`src/rtl/mips_pipe_pkg.sv`:
```
// Shared pipeline definitions for the 5-stage MIPS core: instruction field
// positions, the NOP encoding and the fetch FSM state type.
package mips_pipe_pkg;

  localparam logic [31:0] NOP_INSTR = 32'h0000_0000;

  localparam int unsigned RS_MSB = 25;
  localparam int unsigned RS_LSB = 21;
  localparam int unsigned RT_MSB = 20;
  localparam int unsigned RT_LSB = 16;

  typedef enum logic [1:0] {
    BOOT = 2'd0,
    RUN  = 2'd1,
    HOLD = 2'd2
  } fetch_state_t;

  // Word-align a branch/jump target; the low two bits carry no meaning.
  function automatic logic [31:0] align_pc(input logic [31:0] target);
    return {target[31:2], 2'b00};
  endfunction

endpackage

```
`src/rtl/ifid_reg.sv`:
```
// IF/ID pipeline register. Priority flush > stall > load; the load either
// captures the fetched word or, when fetch is parked on a redirect, a NOP.
module ifid_reg #(
  parameter logic [31:0] NOP_INSTR = mips_pipe_pkg::NOP_INSTR
) (
  input  logic        clk,
  input  logic        rst_n,
  input  logic        update,
  input  logic        flush,
  input  logic        stall,
  input  logic        load_real,
  input  logic [31:0] fetch_instr,
  input  logic [31:0] fetch_pc_plus4,
  output logic [31:0] instruction,
  output logic [31:0] pc_plus4,
  output logic        valid
);

  logic [31:0] instr_q, instr_d;
  logic [31:0] pc_plus4_q, pc_plus4_d;
  logic        valid_q, valid_d;

  always_comb begin
    instr_d    = instr_q;
    pc_plus4_d = pc_plus4_q;
    valid_d    = valid_q;
    if (update) begin
      if (flush) begin
        instr_d    = NOP_INSTR;
        pc_plus4_d = 32'h0;
        valid_d    = 1'b0;
      end else if (!stall) begin
        if (load_real) begin
          instr_d    = fetch_instr;
          pc_plus4_d = fetch_pc_plus4;
          valid_d    = 1'b1;
        end else begin
          // Wrong-path word fetched while a redirect is parked: drop it.
          instr_d    = NOP_INSTR;
          pc_plus4_d = 32'h0;
          valid_d    = 1'b0;
        end
      end
    end
  end

  always_ff @(posedge clk or negedge rst_n) begin
    if (!rst_n) begin
      instr_q    <= NOP_INSTR;
      pc_plus4_q <= 32'h0;
      valid_q    <= 1'b0;
    end else begin
      instr_q    <= instr_d;
      pc_plus4_q <= pc_plus4_d;
      valid_q    <= valid_d;
    end
  end

  assign instruction = instr_q;
  assign pc_plus4    = pc_plus4_q;
  assign valid       = valid_q;

endmodule

```
`src/rtl/if_id_stage.sv`:
```
// Fetch stage: PC register, next-PC selection with parked-redirect FSM, and
// the IF/ID register feeding decode and the hazard unit.
module if_id_stage #(
  parameter logic [31:0] RESET_PC  = 32'h0000_0000,
  parameter logic [31:0] NOP_INSTR = mips_pipe_pkg::NOP_INSTR
) (
  input  logic        clk,
  input  logic        rst_n,
  output logic [31:0] imem_addr,
  input  logic [31:0] imem_rdata,
  input  logic        stallpc,
  input  logic        stall,
  input  logic        flush,
  input  logic        redirect_valid,
  input  logic [31:0] redirect_target,
  output logic [31:0] id_instruction,
  output logic [31:0] id_pc_plus4,
  output logic [4:0]  id_rs,
  output logic [4:0]  id_rt,
  output logic        id_valid,
  output logic        redirect_pending
);

  import mips_pipe_pkg::*;

  fetch_state_t state_q, state_d;
  logic [31:0]  pc_q, pc_d;
  logic [31:0]  saved_target_q, saved_target_d;
  logic [31:0]  pc_plus4;
  logic [31:0]  target_aligned;

  assign pc_plus4       = pc_q + 32'd4;
  assign target_aligned = align_pc(redirect_target);

  always_comb begin
    state_d        = state_q;
    pc_d           = pc_q;
    saved_target_d = saved_target_q;
    unique case (state_q)
      BOOT: state_d = RUN;
      RUN: begin
        if (redirect_valid) begin
          if (stallpc) begin
            saved_target_d = target_aligned;
            state_d        = HOLD;
          end else begin
            pc_d = target_aligned;
          end
        end else if (!stallpc) begin
          pc_d = pc_plus4;
        end
      end
      HOLD: begin
        if (stallpc) begin
          // Latest redirect wins while parked.
          if (redirect_valid) saved_target_d = target_aligned;
        end else begin
          pc_d    = redirect_valid ? target_aligned : saved_target_q;
          state_d = RUN;
        end
      end
      default: state_d = BOOT;
    endcase
  end

  always_ff @(posedge clk or negedge rst_n) begin
    if (!rst_n) begin
      state_q        <= BOOT;
      pc_q           <= RESET_PC;
      saved_target_q <= 32'h0;
    end else begin
      state_q        <= state_d;
      pc_q           <= pc_d;
      saved_target_q <= saved_target_d;
    end
  end

  ifid_reg #(
    .NOP_INSTR(NOP_INSTR)
  ) u_ifid_reg (
    .clk           (clk),
    .rst_n         (rst_n),
    .update        (state_q != BOOT),
    .flush         (flush),
    .stall         (stall),
    .load_real     (state_q == RUN),
    .fetch_instr   (imem_rdata),
    .fetch_pc_plus4(pc_plus4),
    .instruction   (id_instruction),
    .pc_plus4      (id_pc_plus4),
    .valid         (id_valid)
  );

  assign imem_addr        = pc_q;
  assign id_rs            = id_instruction[RS_MSB:RS_LSB];
  assign id_rt            = id_instruction[RT_MSB:RT_LSB];
  assign redirect_pending = (state_q == HOLD);

endmodule

```
`config.mk`:
```
export PLATFORM = sky130hd
export DESIGN_NAME = if_id_stage
export DESIGN_NICKNAME = d
export VERILOG_FILES = /design/src/rtl/mips_pipe_pkg.sv /design/src/rtl/ifid_reg.sv /design/src/rtl/if_id_stage.sv
export SDC_FILE = /design/constraint.sdc
export NUM_CORES = 1
export LEC_CHECK = 0
export CAP_MARGIN = 5
export CORE_MARGIN = 3
export CORE_UTILIZATION = 30
export CTS_CLUSTER_DIAMETER = 30
export DETAILED_ROUTE_END_ITERATION = 6
export GPL_ROUTABILITY_DRIVEN = 0
export PLACE_DENSITY_LB_ADDON = 0.3
export SKIP_CTS_REPAIR_TIMING = 1
export SYNTH_ARGS = -nofsm -noshare
export SYNTH_HDL_FRONTEND = slang
export SYNTH_HIERARCHICAL = 1
export SYNTH_SLANG_ARGS = --single-unit
export TNS_END_PERCENT = 5
```
`constraint.sdc`:
```
create_clock -name clk -period 3.8 [get_ports clk]
set_input_delay 0.76 -clock clk [delete_from_list [all_inputs] [get_ports clk]]
set_output_delay 0.76 -clock clk [all_outputs]
set_load 0.03 [all_outputs]
```
==> results of run 1 <==
stage by stage:
| stage | total power [mW] | cells | hold slack [ns] | setup WS [ns] | utilization |
|---|---|---|---|---|---|
| after floorplan | 5.31 | 777 | 0.455 | 1.61 | - |
| after global placement | 6.71 | 1208 | 0.471 | 0.843 | 0.381 |
| after detailed placement | 6.77 | 1208 | 0.473 | 0.808 | 0.381 |
| after CTS | 8.68 | 1240 | 0.491 | 0.910 | 0.408 |
| after global routing | 9.15 | 1240 | 0.510 | 0.792 | 0.408 |
| final | 8.58 | 1240 | 0.446 | 0.945 | 0.408 |
power by group:
part           internal [mW]  switching, mW  total (mW)
combinational           1.70           2.45        4.15
sequential              1.98          0.576        2.55
clock                   1.22          0.659        1.88
total                   4.90           3.68        8.58
cells by family (layout without fill, tap and decap cells):
| logic type | Yosys count | after routing |
|---|---|---|
| mux | 33 | 33 |
| fa+ha+maj | 4 | 4 |
| buf+inv | 161 | 300 |
| xor+xnor | 28 | 28 |
| flops | 131 | 131 |
| compound gates | 179 | 179 |
| simple gates | 241 | 241 |
cells in the final DEF, fill, tap and decap left out, types with 24 or more instances in the layout:
| cell | instances |
|---|---|
| mux2_2 | 30 |
| o221ai_1 | 65 |
| nand2b_1 | 65 |
| clkdlybuf4s50_1 | 172 |
| nand2_1 | 24 |
| nand4b_1 | 66 |
| inv_1 | 77 |
| dfrtp_1 | 131 |
| o21ai_0 | 34 |
cell type report:
type	instances	share of cell area
Clock buffer	20	0.0464
Clock inverter	12	0.0201
Inverter	78	0.0292
Multi-Input combinational cell	485	0.354
Sequential cell	131	0.326
Tap cell	324	0.0403
Timing Repair Buffer	190	0.184
Yosys cell counts, types with 2 or more instances:
cell type / n
mux2i_1: 3
nand4b_1: 66
o221ai_1: 65
a22oi_1: 11
nor2_1: 23
a21oi_1: 23
nand4_1: 4
xnor2_1: 15
and3_1: 6
nor2b_1: 4
mux2_2: 30
buf_1: 2
a31oi_1: 3
buf_6: 15
nor3_1: 11
nand2b_1: 66
ha_1: 4
inv_1: 78
o22ai_1: 7
nand2_1: 24
o31a_1: 7
clkbuf_1: 24
and4_1: 5
a22o_1: 6
buf_4: 21
o2bb2ai_1: 8
o21ai_0: 34
a222oi_1: 5
nand3_1: 14
xor2_1: 13
and2_1: 5
or2_2: 3
buf_2: 21
a221oi_1: 3
nor4_1: 2
dfrtp_1: 131
final timing paths:
| kind | from | end | depth (start not counted) |
|---|---|---|---|
| max in group asynchronous | rst_n | u_ifid_reg/pc_plus4[30] | 2 |
| worst max register to register | imem_addr[2] | u_ifid_reg/pc_plus4[22] | 7 |
| min in group clk | saved_target_q[1] | saved_target_q[1] | 1 |
| worst max-delay path | state_q[0] | redirect_pending | 3 |
| worst min register to register | saved_target_q[1] | saved_target_q[1] | 1 |
| worst min-delay path | rst_n | imem_addr[2] | 1 |
sequential cells by signal, summed over array words and instances (netlist names):
signal and count:
saved_target_q 32, u_ifid_reg/valid 1, state_q 2, u_ifid_reg/instruction 32
imem_addr 32, u_ifid_reg/pc_plus4 32
per-layer routing:
layer	routed length, um	GRT usage	part of all wire	up-vias
met5	0	0	0	-
met4	276	0.0412	0.012	0
met3	1140	0.0381	0.051	18
met2	9640	0.234	0.43	193
met1	11400	0.243	0.51	3105
li1	-	-	-	3084
==> metrics, run 1 <==
status finished clean; WL/cell 18.1 um; first-pass GRT wire length 36100 um; sequential area share after synthesis 0.428; initial DRC count 474; CTS tree done; area grow syn2layout 31.4%; CP max stage delay 0.76 ns; Worst-Skew Late Latency 0.42 ns; setup TNS 0 ns; synth top area cells dfrtp_1, nand4b_1, o221ai_1; vias in the first global route 6101; Crit. End Element primary output; starting density of the core 0.310; Post-Synth Simple-Gate Area 0.206; Placed Instance Area 9400 um2; syn_area_per_cell 9.86 um2; Post-Synth XOR/XNOR Area 0.0320; Arrival @ worst endpoint 2.09 ns; Max-Slew Margin vs Limit 0.376; worst slew pin tran 0.933 ns; Layout fillers 2405; drt total wl 22400 um; area of the multi-input gates 3560 um2; slowest cell on the critical path clkdlybuf4s50_1; PwrDens 853 nW/um2; core box area 24700 um2; residual DRC count 0; flops & latches, synth 131; Reg2Reg Setup Slack 1.25 ns; H-tree level count 4; Die Wd 166 um; compound-cell area share of the yosys netlist 0.172; post-route cell area 10100 um2; GR Overflow Total 0; Worst-path clk slew 0.06 ns; CTS Buf Count 17; port buffer count 175; largest net degree at the start of global routing 96; Post-Syn Nets 851; Post-Syn Area 7660 um2; Gate Count Post-Synth 777; RSZ-0062 raised after global routing no; Nets 977; CP Launch Type flop; Synth Area in Adders 0.00653; CP bufs+invs 2; CP delay by family, top buffers and inverters; main combinational cell family by area after synthesis simple AND/OR/NAND/NOR gates; die area 27500 um2; Ys Warns 6; DP HPWL 14700 um; post-synth cell types 51; max-slew violation count 0; Seq. cell area 3280 um2; top achievable clock speed 0.350 GHz; Die H 166 um; Hold Vio Cnt, Final 0; clock sinks 131; Post-synth EDFFs 0; Peak VDD IR 0.450 mV; cell taking the most area after synthesis dfrtp_1; routed vias/inst 5.16; largest fanout on the critical path 12; ratio of final minimum period to clock period 0.751; row cnt 57; num ports 178; # setup viols final 0; worst path required time 3.04 ns; Worst Skew 0.00969 ns; GR Util All Layers 0.162; worst hold-check path type in -> async; dominant synthesized flop cell dfrtp_1; DR vias 6400; initial antenna violation count 0; Post-DRT Antenna Nets 0; Period minus WS final 2.85 ns; First-pass DRT Iterations 5; Yosys top cell area share 0.428; critical path class reg -> out; Root Buffer clkbuf_16; Synth async-reset ratio 1.00; share of layout cells above drive strength 1 0.0983; Longest Clk Path Bufs 2; multiplexer share of the synthesized area 0.0480; Leak 3.83 nW; # diodes 0; CP cell instances inv_1 -> ha_1 -> clkdlybuf4s50_1; number of max-cap violations 0
Note: power is estimated with default switching activity, not from simulation.
==> inputs of run 2 (changes only) <==
clock period = 2.7 ns   (was 3.8 ns; I/O delays follow)
==> run 2 against run 1 <==
Against the previous run: non-clock buffer count up 17; die area stayed put; worst setup slack got worse by 0.54 ns.
==> metrics, run 2 (same netlist as run 1, synthesis figures left out) <==
Arrival @ worst endpoint 2.62 ns; starting density of the core 0.310; Hold Vio Cnt, Final 0; Min Hold Slack 0.0462 ns; Die H 166 um; vias in the first global route 6335; port buffer count 175; dpl ws 0.185 ns; CP Launch Type flop; area grow syn2layout 33.3%; number of max-cap violations 0; slowest cell on the critical path dfrtp_1; Nets 994; clock sinks 131; most frequent cells in the layout clkdlybuf4s50_1, dfrtp_1, inv_1; core box area 24700 um2; commonest non-fill, non-tap cell in the layout clkdlybuf4s50_1; Max-Slew Margin vs Limit 0.395; FF-to-FF path depth 7; H-tree level count 4; crit path from imem_addr[2]; Period minus WS final 2.30 ns; Post-DRT Antenna Nets 0; Root Buffer clkbuf_16; residual DRC count 0; DP HPWL 15500 um; Seq. cell area 3280 um2; Peak VDD IR 0.508 mV; max-slew violation count 0; largest fanout on the critical path 6; RSZ-0062 raised after global routing no; Die Wd 166 um; largest net degree at the start of global routing 66; initial antenna violation count 0; first-pass GRT wire length 36300 um; area of the multi-input gates 3560 um2; Worst-Skew Late Latency 0.42 ns; reg-to-reg startpoint imem_addr[2]; fin worst setup slack 0.402 ns; Leak 3.93 nW; WL/cell 18.1 um; worst slew pin tran 0.906 ns; CP delay by family, top simple AND/OR/NAND/NOR gates; GR Overflow Total 0; met2 Track Usage GR 0.244; DR vias 6520; CTS tree done; initial DRC count 572; CP cell instances ha_1 -> nand3_1 -> or2_2 -> nor3_1 -> xor2_1 -> nand4b_1 -> o221ai_1; top achievable clock speed 0.435 GHz; busiest grt layer met2; drt total wl 22700 um; Crit. End Element flop; CP bufs+invs 0; Longest Clk Path Bufs 2; status finished clean; Worst Skew 0.00998 ns; CP max stage delay 0.45 ns; worst path required time 3.02 ns; num ports 178; setup TNS 0 ns; Layout fillers 2411; Worst-path clk slew 0.06 ns; GR Layer Usage met3 0.0326; critical path class reg -> reg; ratio of final minimum period to clock period 0.851; Crit. path cell count 7; routed vias/inst 5.19; row cnt 57; GR Util All Layers 0.162; GR Util met1 0.239; # setup viols final 0; die area 27500 um2; worst hold-check path type in -> async; CTS Buf Count 17; # diodes 0; First-pass DRT Iterations 7; share of layout cells above drive strength 1 0.115; PwrDens 1190 nW/um2
## run 2: cell type report
cell class | count | area share
Timing Repair Buffer | 207 | 0.201
Inverter | 78 | 0.0288
Tap cell | 324 | 0.0397
Clock buffer | 20 | 0.0457
Multi-Input combinational cell | 485 | 0.349
Clock inverter | 12 | 0.0151
Sequential cell | 131 | 0.321
## run 2: final timing paths
path	end	slack (ns)
setup reg to reg	u_ifid_reg/pc_plus4[22]	0.40
hold / removal	imem_addr[7]	0.05
setup / recovery	u_ifid_reg/pc_plus4[22]	0.40
hold reg to reg	saved_target_q[30]	0.50
min in group clk	saved_target_q[30]	0.50
max in group asynchronous	imem_addr[20]	2.01
## run 2: where the power goes
group | total [mW] | switching [mW] | internal (mW) | leakage [nW]
logic | 6.06 | 3.49 | 2.57 | 1.94
registers | 3.62 | 0.843 | 2.78 | 1.69
clock network | 2.46 | 0.932 | 1.53 | 0.298
total | 12.1 | 5.27 | 6.88 | 3.93
## run 2: metal layers
layer,vias up,routed length [um]
met1,3187,11400
met2,205,10000
met5,-,0
met3,17,1030
li1,3111,-
met4,0,275
## run 2: worst reg2reg max path: stages (launching register included)
cell and delay, ns:
dfrtp_1 0.45, ha_1 0.22, nand3_1 0.20, or2_2 0.39
nor3_1 0.35, xor2_1 0.25, nand4b_1 0.13, o221ai_1 0.20
## run 2: metrics by stage
step	util	area [um2]	total power [mW]	instances
after global placement	0.389	9590	9.65	1225
after floorplan	-	7660	7.47	777
after detailed placement	0.389	9590	9.72	1225
after CTS	0.414	10200	12.2	1257
final	0.414	10200	12.1	1257
after global routing	0.414	10200	12.9	1257
